--- config.mk ---
export PLATFORM = sky130hd
export DESIGN_NAME = processor_controller_flat
export DESIGN_NICKNAME = d
export VERILOG_FILES = /design/src/rtl/processor_controller_if.sv /design/src/rtl/processor_controller.sv /design/src/flat_wrapper.sv
export SDC_FILE = /design/constraint.sdc
export NUM_CORES = 1
export LEC_CHECK = 0
export CORE_MARGIN = 2
export CORE_UTILIZATION = 32
export CTS_BUF_LIST = sky130_fd_sc_hd__clkbuf_8
export DETAILED_ROUTE_END_ITERATION = 8
export PLACE_DENSITY = 0.86
export SETUP_SLACK_MARGIN = 0.15
export SLEW_MARGIN = 20
export SYNTH_ARGS = -nofsm -noshare
export SYNTH_HDL_FRONTEND = slang
export SYNTH_SLANG_ARGS = --single-unit
--- constraint.sdc ---
create_clock -name Clk -period 3.2 [get_ports Clk]
set_input_delay 0.64 -clock Clk [delete_from_list [all_inputs] [get_ports Clk]]
set_output_delay 0.64 -clock Clk [all_outputs]
set_load 0.03 [all_outputs]
--- src/rtl/processor_controller_if.sv ---
`default_nettype none
// ============================================================================
// Module      : processor_controller_if
// Description : Control bus between the processor controller and the 16-bit
//               datapath. The master modport is the controller; the slave
//               modport is the datapath and the board-level display.
// Revision    : 1.0 - initial release
// ============================================================================
interface processor_controller_if;
    logic [15:0] IR;
    logic        PC_Clr;
    logic        PC_Up;
    logic        IR_Ld;
    logic [7:0]  D_Addr;
    logic        D_Wr;
    logic        RF_s;
    logic [3:0]  RF_W_Addr;
    logic        RF_W_en;
    logic [3:0]  RF_Ra_Addr;
    logic [3:0]  RF_Rb_Addr;
    logic [2:0]  ALU_s0;
    logic [3:0]  State;
    logic [3:0]  NextState;

    modport master (
        input  IR,
        output PC_Clr, PC_Up, IR_Ld, D_Addr, D_Wr, RF_s, RF_W_Addr, RF_W_en,
               RF_Ra_Addr, RF_Rb_Addr, ALU_s0, State, NextState
    );

    modport slave (
        output IR,
        input  PC_Clr, PC_Up, IR_Ld, D_Addr, D_Wr, RF_s, RF_W_Addr, RF_W_en,
               RF_Ra_Addr, RF_Rb_Addr, ALU_s0, State, NextState
    );
endinterface
`default_nettype wire

--- src/rtl/processor_controller.sv ---
`default_nettype none
// ============================================================================
// Module      : processor_controller
// Description : Moore FSM control unit for the 16-bit processor datapath.
//               Sequences INIT/FETCH/DECODE and the execute states for
//               NOOP, LOAD, STORE, ADD, SUB and HALT.
// Revision    : 1.0 - initial release
// ============================================================================
module processor_controller #(
    parameter logic [2:0] ALU_PASS        = 3'd0,
    parameter logic [2:0] ALU_ADD         = 3'd1,
    parameter logic [2:0] ALU_SUB         = 3'd2,
    parameter bit         HALT_ON_ILLEGAL = 1'b0
) (
    input  wire logic               Clk,
    input  wire logic               ResetN,
    processor_controller_if.master  ctrl
);

    typedef enum logic [3:0] {
        S_INIT   = 4'd0,
        S_FETCH  = 4'd1,
        S_DECODE = 4'd2,
        S_NOOP   = 4'd3,
        S_LOAD_A = 4'd4,
        S_LOAD_B = 4'd5,
        S_STORE  = 4'd6,
        S_ADD    = 4'd7,
        S_SUB    = 4'd8,
        S_HALT   = 4'd9
    } state_t;

    localparam logic [3:0] C_OP_NOOP  = 4'd0;
    localparam logic [3:0] C_OP_LOAD  = 4'd1;
    localparam logic [3:0] C_OP_STORE = 4'd2;
    localparam logic [3:0] C_OP_ADD   = 4'd3;
    localparam logic [3:0] C_OP_SUB   = 4'd4;
    localparam logic [3:0] C_OP_HALT  = 4'd5;

    state_t     r_state;
    state_t     w_next;
    logic [3:0] w_op;

    assign w_op = ctrl.IR[15:12];

    // State register; reset forces INIT immediately so no strobe outlives it.
    always_ff @(posedge Clk or negedge ResetN) begin
        if (!ResetN) begin
            r_state <= S_INIT;
        end else begin
            r_state <= w_next;
        end
    end

    // Next-state decode and Moore output decode from State and IR.
    always_comb begin
        w_next          = r_state;
        ctrl.PC_Clr     = 1'b0;
        ctrl.PC_Up      = 1'b0;
        ctrl.IR_Ld      = 1'b0;
        ctrl.D_Addr     = 8'h00;
        ctrl.D_Wr       = 1'b0;
        ctrl.RF_s       = 1'b0;
        ctrl.RF_W_Addr  = 4'h0;
        ctrl.RF_W_en    = 1'b0;
        ctrl.RF_Ra_Addr = 4'h0;
        ctrl.RF_Rb_Addr = 4'h0;
        ctrl.ALU_s0     = ALU_PASS;

        case (r_state)
            S_INIT: begin
                ctrl.PC_Clr = 1'b1;
                w_next      = S_FETCH;
            end
            S_FETCH: begin
                ctrl.IR_Ld = 1'b1;
                ctrl.PC_Up = 1'b1;
                w_next     = S_DECODE;
            end
            S_DECODE: begin
                // Present addresses early so RAM/RF reads are set up for execute.
                ctrl.D_Addr     = ctrl.IR[7:0];
                ctrl.RF_Ra_Addr = ctrl.IR[11:8];
                ctrl.RF_Rb_Addr = ctrl.IR[7:4];
                case (w_op)
                    C_OP_NOOP:  w_next = S_NOOP;
                    C_OP_LOAD:  w_next = S_LOAD_A;
                    C_OP_STORE: w_next = S_STORE;
                    C_OP_ADD:   w_next = S_ADD;
                    C_OP_SUB:   w_next = S_SUB;
                    C_OP_HALT:  w_next = S_HALT;
                    default:    w_next = HALT_ON_ILLEGAL ? S_HALT : S_NOOP;
                endcase
            end
            S_NOOP: begin
                w_next = S_FETCH;
            end
            S_LOAD_A: begin
                // Wait state covering the synchronous RAM read latency.
                ctrl.D_Addr = ctrl.IR[7:0];
                w_next      = S_LOAD_B;
            end
            S_LOAD_B: begin
                ctrl.D_Addr    = ctrl.IR[7:0];
                ctrl.RF_s      = 1'b1;
                ctrl.RF_W_en   = 1'b1;
                ctrl.RF_W_Addr = ctrl.IR[11:8];
                w_next         = S_FETCH;
            end
            S_STORE: begin
                ctrl.D_Addr     = ctrl.IR[7:0];
                ctrl.D_Wr       = 1'b1;
                ctrl.RF_Ra_Addr = ctrl.IR[11:8];
                w_next          = S_FETCH;
            end
            S_ADD: begin
                ctrl.RF_Ra_Addr = ctrl.IR[11:8];
                ctrl.RF_Rb_Addr = ctrl.IR[7:4];
                ctrl.RF_W_Addr  = ctrl.IR[3:0];
                ctrl.RF_W_en    = 1'b1;
                ctrl.ALU_s0     = ALU_ADD;
                w_next          = S_FETCH;
            end
            S_SUB: begin
                ctrl.RF_Ra_Addr = ctrl.IR[11:8];
                ctrl.RF_Rb_Addr = ctrl.IR[7:4];
                ctrl.RF_W_Addr  = ctrl.IR[3:0];
                ctrl.RF_W_en    = 1'b1;
                ctrl.ALU_s0     = ALU_SUB;
                w_next          = S_FETCH;
            end
            S_HALT: begin
                w_next = S_HALT;
            end
            default: begin
                w_next = S_INIT;
            end
        endcase
    end

    assign ctrl.State     = r_state;
    assign ctrl.NextState = w_next;

endmodule
`default_nettype wire

--- src/flat_wrapper.sv ---
// flat-port wrapper written by rule: the top's interface ports become plain ports
module processor_controller_flat 
#(
    parameter logic [2:0] ALU_PASS        = 3'd0,
    parameter logic [2:0] ALU_ADD         = 3'd1,
    parameter logic [2:0] ALU_SUB         = 3'd2,
    parameter bit         HALT_ON_ILLEGAL = 1'b0
)
  (Clk, ResetN, ctrl_IR, ctrl_PC_Clr, ctrl_PC_Up, ctrl_IR_Ld, ctrl_D_Addr, ctrl_D_Wr, ctrl_RF_s, ctrl_RF_W_Addr, ctrl_RF_W_en, ctrl_RF_Ra_Addr, ctrl_RF_Rb_Addr, ctrl_ALU_s0, ctrl_State, ctrl_NextState);
  processor_controller_if ctrl_i ();
  input  wire logic Clk;
  input  wire logic ResetN;
  input wire logic [$bits(ctrl_i.IR)-1:0] ctrl_IR;
  output wire logic [$bits(ctrl_i.PC_Clr)-1:0] ctrl_PC_Clr;
  output wire logic [$bits(ctrl_i.PC_Up)-1:0] ctrl_PC_Up;
  output wire logic [$bits(ctrl_i.IR_Ld)-1:0] ctrl_IR_Ld;
  output wire logic [$bits(ctrl_i.D_Addr)-1:0] ctrl_D_Addr;
  output wire logic [$bits(ctrl_i.D_Wr)-1:0] ctrl_D_Wr;
  output wire logic [$bits(ctrl_i.RF_s)-1:0] ctrl_RF_s;
  output wire logic [$bits(ctrl_i.RF_W_Addr)-1:0] ctrl_RF_W_Addr;
  output wire logic [$bits(ctrl_i.RF_W_en)-1:0] ctrl_RF_W_en;
  output wire logic [$bits(ctrl_i.RF_Ra_Addr)-1:0] ctrl_RF_Ra_Addr;
  output wire logic [$bits(ctrl_i.RF_Rb_Addr)-1:0] ctrl_RF_Rb_Addr;
  output wire logic [$bits(ctrl_i.ALU_s0)-1:0] ctrl_ALU_s0;
  output wire logic [$bits(ctrl_i.State)-1:0] ctrl_State;
  output wire logic [$bits(ctrl_i.NextState)-1:0] ctrl_NextState;
  assign ctrl_i.IR = ctrl_IR;
  assign ctrl_PC_Clr = ctrl_i.PC_Clr;
  assign ctrl_PC_Up = ctrl_i.PC_Up;
  assign ctrl_IR_Ld = ctrl_i.IR_Ld;
  assign ctrl_D_Addr = ctrl_i.D_Addr;
  assign ctrl_D_Wr = ctrl_i.D_Wr;
  assign ctrl_RF_s = ctrl_i.RF_s;
  assign ctrl_RF_W_Addr = ctrl_i.RF_W_Addr;
  assign ctrl_RF_W_en = ctrl_i.RF_W_en;
  assign ctrl_RF_Ra_Addr = ctrl_i.RF_Ra_Addr;
  assign ctrl_RF_Rb_Addr = ctrl_i.RF_Rb_Addr;
  assign ctrl_ALU_s0 = ctrl_i.ALU_s0;
  assign ctrl_State = ctrl_i.State;
  assign ctrl_NextState = ctrl_i.NextState;
  processor_controller #(.ALU_PASS(ALU_PASS), .ALU_ADD(ALU_ADD), .ALU_SUB(ALU_SUB), .HALT_ON_ILLEGAL(HALT_ON_ILLEGAL)) u_core (.Clk(Clk), .ResetN(ResetN), .ctrl(ctrl_i));
endmodule
* After elaboration in Yosys (flattened, before gate mapping)
Cells that the tools add are included.
Word-level totals: bits in registers 4, bits of input ports 18, word-level logic and storage cells 34, output and inout port bits 37
Cells by class: reductions and logical operators 7, equal/unequal tests 14, mux-type cells 12
Operators by type and width (number):
- 4-bit case mux with 5 select lines | 2
- 4-bit by 3-bit == test with 1-bit output, second input constant | 6
- 4-bit by 2-bit == test with 1-bit output, second input constant | 4
- 4-bit by 1-bit == test with 1-bit output, second input constant | 2
- 4-bit == test, second input constant | 2
- 4-bit two-way mux | 2
- 8-bit two-way mux | 1
- 4-bit case mux with 2 select lines | 1
- 4-bit OR reduction | 2
- 3-bit OR reduction | 2
- 6-bit OR reduction | 1
- 1-bit two-way mux | 5
- 4-bit logical NOT | 1
- 2-bit case mux with 2 select lines | 1
- 2-bit OR reduction | 1

* Longest topological paths before layout
word-level depth 3, mapped depth 4, mapped depth without buffers 3

* Least setup slack after synthesis
No wires, ideal clock.
path kind reg-to-output, from register u_core.r_state[1] (netlist: u_core.ctrl.State[1]), to output port ctrl_NextState[0], data arrival time 1.910 ns, cell stages (with the launch flop) 4, path buffers 0, data required time 2.560 ns, setup slack 0.650 ns, cells stage by stage dfrtp_1 -> nand2b_1 -> nor3_1 -> and3b_1
On the way: word-level cells in the longest chain between the ends 3, elaborated cells on any way between the ends 12, classes of those cells eq/ne (9); mux (1); reduce/logical (2)
Ends and longest elaborated chain:
- start, declared | RTL line processor_controller.sv:40 | state_t r_state;
- start signal, assigned | RTL line processor_controller.sv:51 | r_state <= w_next;
- 4-bit by 2-bit == test with 1-bit output, or another cell as far along | RTL line processor_controller.sv:70 | case (r_state)
- 6-bit OR reduction (no source line)
- 4-bit case mux with 5 select lines (*) | RTL line processor_controller.sv:70
- end, declared | RTL line flat_wrapper.sv:26 | output wire logic [$bits(ctrl_i.NextState)-1:0] ctrl_NextState;
Mark *: on every way between the ends. The rest lies on a longest branch, timed or not.

* Final worst setup path
from register u_core.r_state[3] (netlist: u_core.ctrl.State[3]), to output port ctrl_RF_Rb_Addr[0]
On the way: word-level cells in the longest chain between the ends 3, elaborated cells on any way between the ends 5, classes of those cells eq/ne (3); mux (1); reduce/logical (1)
Ends and longest elaborated chain:
- 4-bit by 3-bit == test with 1-bit output, or another cell as far along | RTL line processor_controller.sv:70
- 3-bit OR reduction (no source line) (*)
- 4-bit two-way mux (*) | RTL line processor_controller.sv:70
- end, declared | RTL line flat_wrapper.sv:23 | output wire logic [$bits(ctrl_i.RF_Rb_Addr)-1:0] ctrl_RF_Rb_Addr;
Marks and branches as above.

==> impl_results.md <==
* Run status: finished clean
* Max FFs per register at 4
* Fin util at 65.26%
* Crit path depth at 4
* Largest cells by area after synthesis: dfrtp_1, nor2b_1, and2_1
* Crit path DAT at 2.22 ns
* Yosys warning total at 0
* Die width at 45.76 um
* Clock sink count at 4
* P_sw at 459.5 uW
* First-pass DRT Iterations at 4
* Setup WS pre-CTS at 0.01659 ns
* Synthesis-to-layout area growth at 97.53%
* Part of the power in registers at 14.2%
* Yosys top cell area share at 17.94%
* Post-synth top cells: nor2b_1, and2_1, nand2b_1
* Pint at 424.2 uW
* TritonCTS clock tree: built
* Maximum clock path buffer count at 2
* Via Count at 692
* Die height at 45.76 um
* DR DRC count at 0
* Area leader, netlist: dfrtp_1
* Post-synth net total at 85
* Port bufs at 53
* Crit path buf inv count at 1
* Setup TNS Final at 0 ns
* Critical-path maximum fanout at 13
* Vias per cell at 5.164
* Post-route setup slack at 0.3431 ns
* Tot GR Track Use at 17.67%
* Critical path class: reg2out
* Share of cells above drive strength 1 at 7.692%
* I/O pins at 55
* RSZ-0062 raised after global routing: false
* Switching share of power at 52.00%
* Synth Instances at 67
* Diode count at 0
* Top-count cell post-synth: nor2b_1
* CP Capture Type: output pin
* Total power at 883.7 uW
* Final slew viol count at 0
* DRT iter0 DRCs at 5
* Fin. Hold Viols at 0
* Number of setup buffers added after CTS at 0
* Initial Utilization at 33.04%
* Critical Path Source Type: flop
* Core area at 0.001689 mm^2
* Inserted Clock Buffers at 3
* Detailed Place HPWL at 1467 um
* Largest net degree at the start of global routing at 15
* Area post-placement at 0.001062 mm^2
* CP required at 2.56 ns
* Hold Path Class: in2async
* FMAX at 350.0 MHz
* Post-route ant nets at 0
* GRT overflow at 0
* Initial antenna violation count at 0
* CP cell instances: nor4b_4 > a31oi_1 > nor2b_1 > clkdlybuf4s50_1
* Clock root buffer: clkbuf_8
* Part of the power in the clock network at 12.5%
* Max-cap violations at 0
* Post-synthesis sequential area ratio at 17.94%
* CP max-delay cell: clkdlybuf4s50_1
* Pwr dens at 801.7 mW/mm^2
* Clock Skews at 0.004925 ns
* Combinational Power Share at 73.2%
* Mapped Area at 558.0 um^2
* Fill count at 150
* Nets at 137
* Worst vdd ir at 0.6733 mV
* Leakage at 0.4128 nW
* Syn avg cell area at 8.329 um^2
* R2R cell count at 3
* Yosys cell types at 32
* Full die area at 0.002094 mm^2
* Wire per inst at 13.42 um
* Post-synth EDFFs at 0
* # rows at 15
* Ys flop type: dfrtp_1
* Design area at 0.001102 mm^2
* Clock slew at reported path FFs at 0.03 ns
* Number of global-route vias before repair at 602
* Cts hold-fix bufs at 0
* Synth async-reset ratio at 100.0%
* WL final at 1798 um
* GPL Wtd Cong at 0.7310
* Clk_lat worst skew at 0.22 ns
* Critical path's top delay family: buffers and inverters
* Htree depth at 1
* Tmin final at 2.857 ns
* First-pass GRT wire length at 2622 um
* Yosys reg bits at 4
* Setup Viol. Count Final at 0
* CP max stage delay at 0.69 ns
* Fin crit share at 89.28%
-- cells in the final DEF (no fill, tap or decap), types with 2 or more instances in the layout --
master and n:
clkdlybuf4s50_1 49, nor2b_1 10, and2_1 8, nand2b_1 6
a22o_1 4, dfrtp_1 4, clkbuf_8 3, dlygate4sd2_1 3
nor2_1 2, nor3_1 2, a21oi_1 2, a211oi_1 2
o21ai_0 2
-- what timing repair did --
item / 4_1_cts / 5_1_grt
hold endpoints to repair: 0 / 0
resized for setup: 3 / 1
setup endpoints to repair: 3 / 1
-- power by group through the flow --
| stage | logic [mW] | registers, mW | clock network (mW) |
|---|---|---|---|
| floorplan | 0.419 | 0.122 | 0 |
| global placement | 0.654 | 0.124 | 0 |
| detailed placement | 0.661 | 0.126 | 0 |
| CTS | 0.654 | 0.125 | 0.114 |
| global route | 0.680 | 0.135 | 0.118 |
| finish | 0.647 | 0.126 | 0.111 |
-- path summary, 6_finish.rpt --
kind	from	to	slack [ns]
setup / recovery	u_core.ctrl.State[3]$_DFF_PN0_	ctrl_RF_Rb_Addr[0]	0.34
hold / removal	ResetN	u_core.ctrl.State[1]$_DFF_PN0_	0.62
setup reg to reg	u_core.ctrl.State[1]$_DFF_PN0_	u_core.ctrl.State[0]$_DFF_PN0_	1.79
hold reg to reg	u_core.ctrl.State[2]$_DFF_PN0_	u_core.ctrl.State[3]$_DFF_PN0_	0.76
max in group asynchronous	ResetN	u_core.ctrl.State[0]$_DFF_PN0_	2.41
min in group Clk	u_core.ctrl.State[2]$_DFF_PN0_	u_core.ctrl.State[3]$_DFF_PN0_	0.76
-- cell families (layout without fill, tap and decap cells) --
| group | count (synthesis) | in the layout | synth area share [%] |
|---|---|---|---|
| flip-flops | 4 | 4 | 17.94 |
| buffers and inverters | 6 | 56 | 8.519 |
| other | 1 | 1 | 0.6720 |
| AND/OR/NAND/NOR | 39 | 39 | 49.11 |
| XOR/XNOR | 1 | 1 | 1.570 |
| AO/OA/AOI/OAI | 16 | 16 | 22.20 |
-- per-layer routing --
| layer | vias up | part of all wire (%) | GRT usage [%] | wire length [um] |
|---|---|---|---|---|
| met4 | 0 | 2.3 | 12.00 | 42 |
| met3 | 5 | 14 | 6.349 | 247 |
| met2 | 43 | 45 | 28.73 | 818 |
| met5 | - | 0 | 0 | 0 |
| met1 | 303 | 38 | 18.94 | 689 |
| li1 | 341 | - | - | - |
-- stage by stage --
| step | cells | hold slack (ns) |
|---|---|---|
| 2_1_floorplan | 67 | 0.3444 |
| 3_3_place_gp | 131 | 0.7674 |
| 3_5_place_dp | 131 | 0.7701 |
| 4_1_cts | 134 | 0.6203 |
| 5_1_grt | 134 | 0.6341 |
| 6_report | 134 | 0.6179 |
-- cell type report --
cell class | instances | area, um^2 | area share [%]
Clock buffer | 3 | 41.29 | 3.746
Tap cell | 17 | 21.27 | 1.930
Multi-Input combinational cell | 57 | 410.4 | 37.23
Sequential cell | 4 | 100.1 | 9.081
Timing Repair Buffer | 53 | 529.3 | 48.01
(Power assumes the default switching activity.)
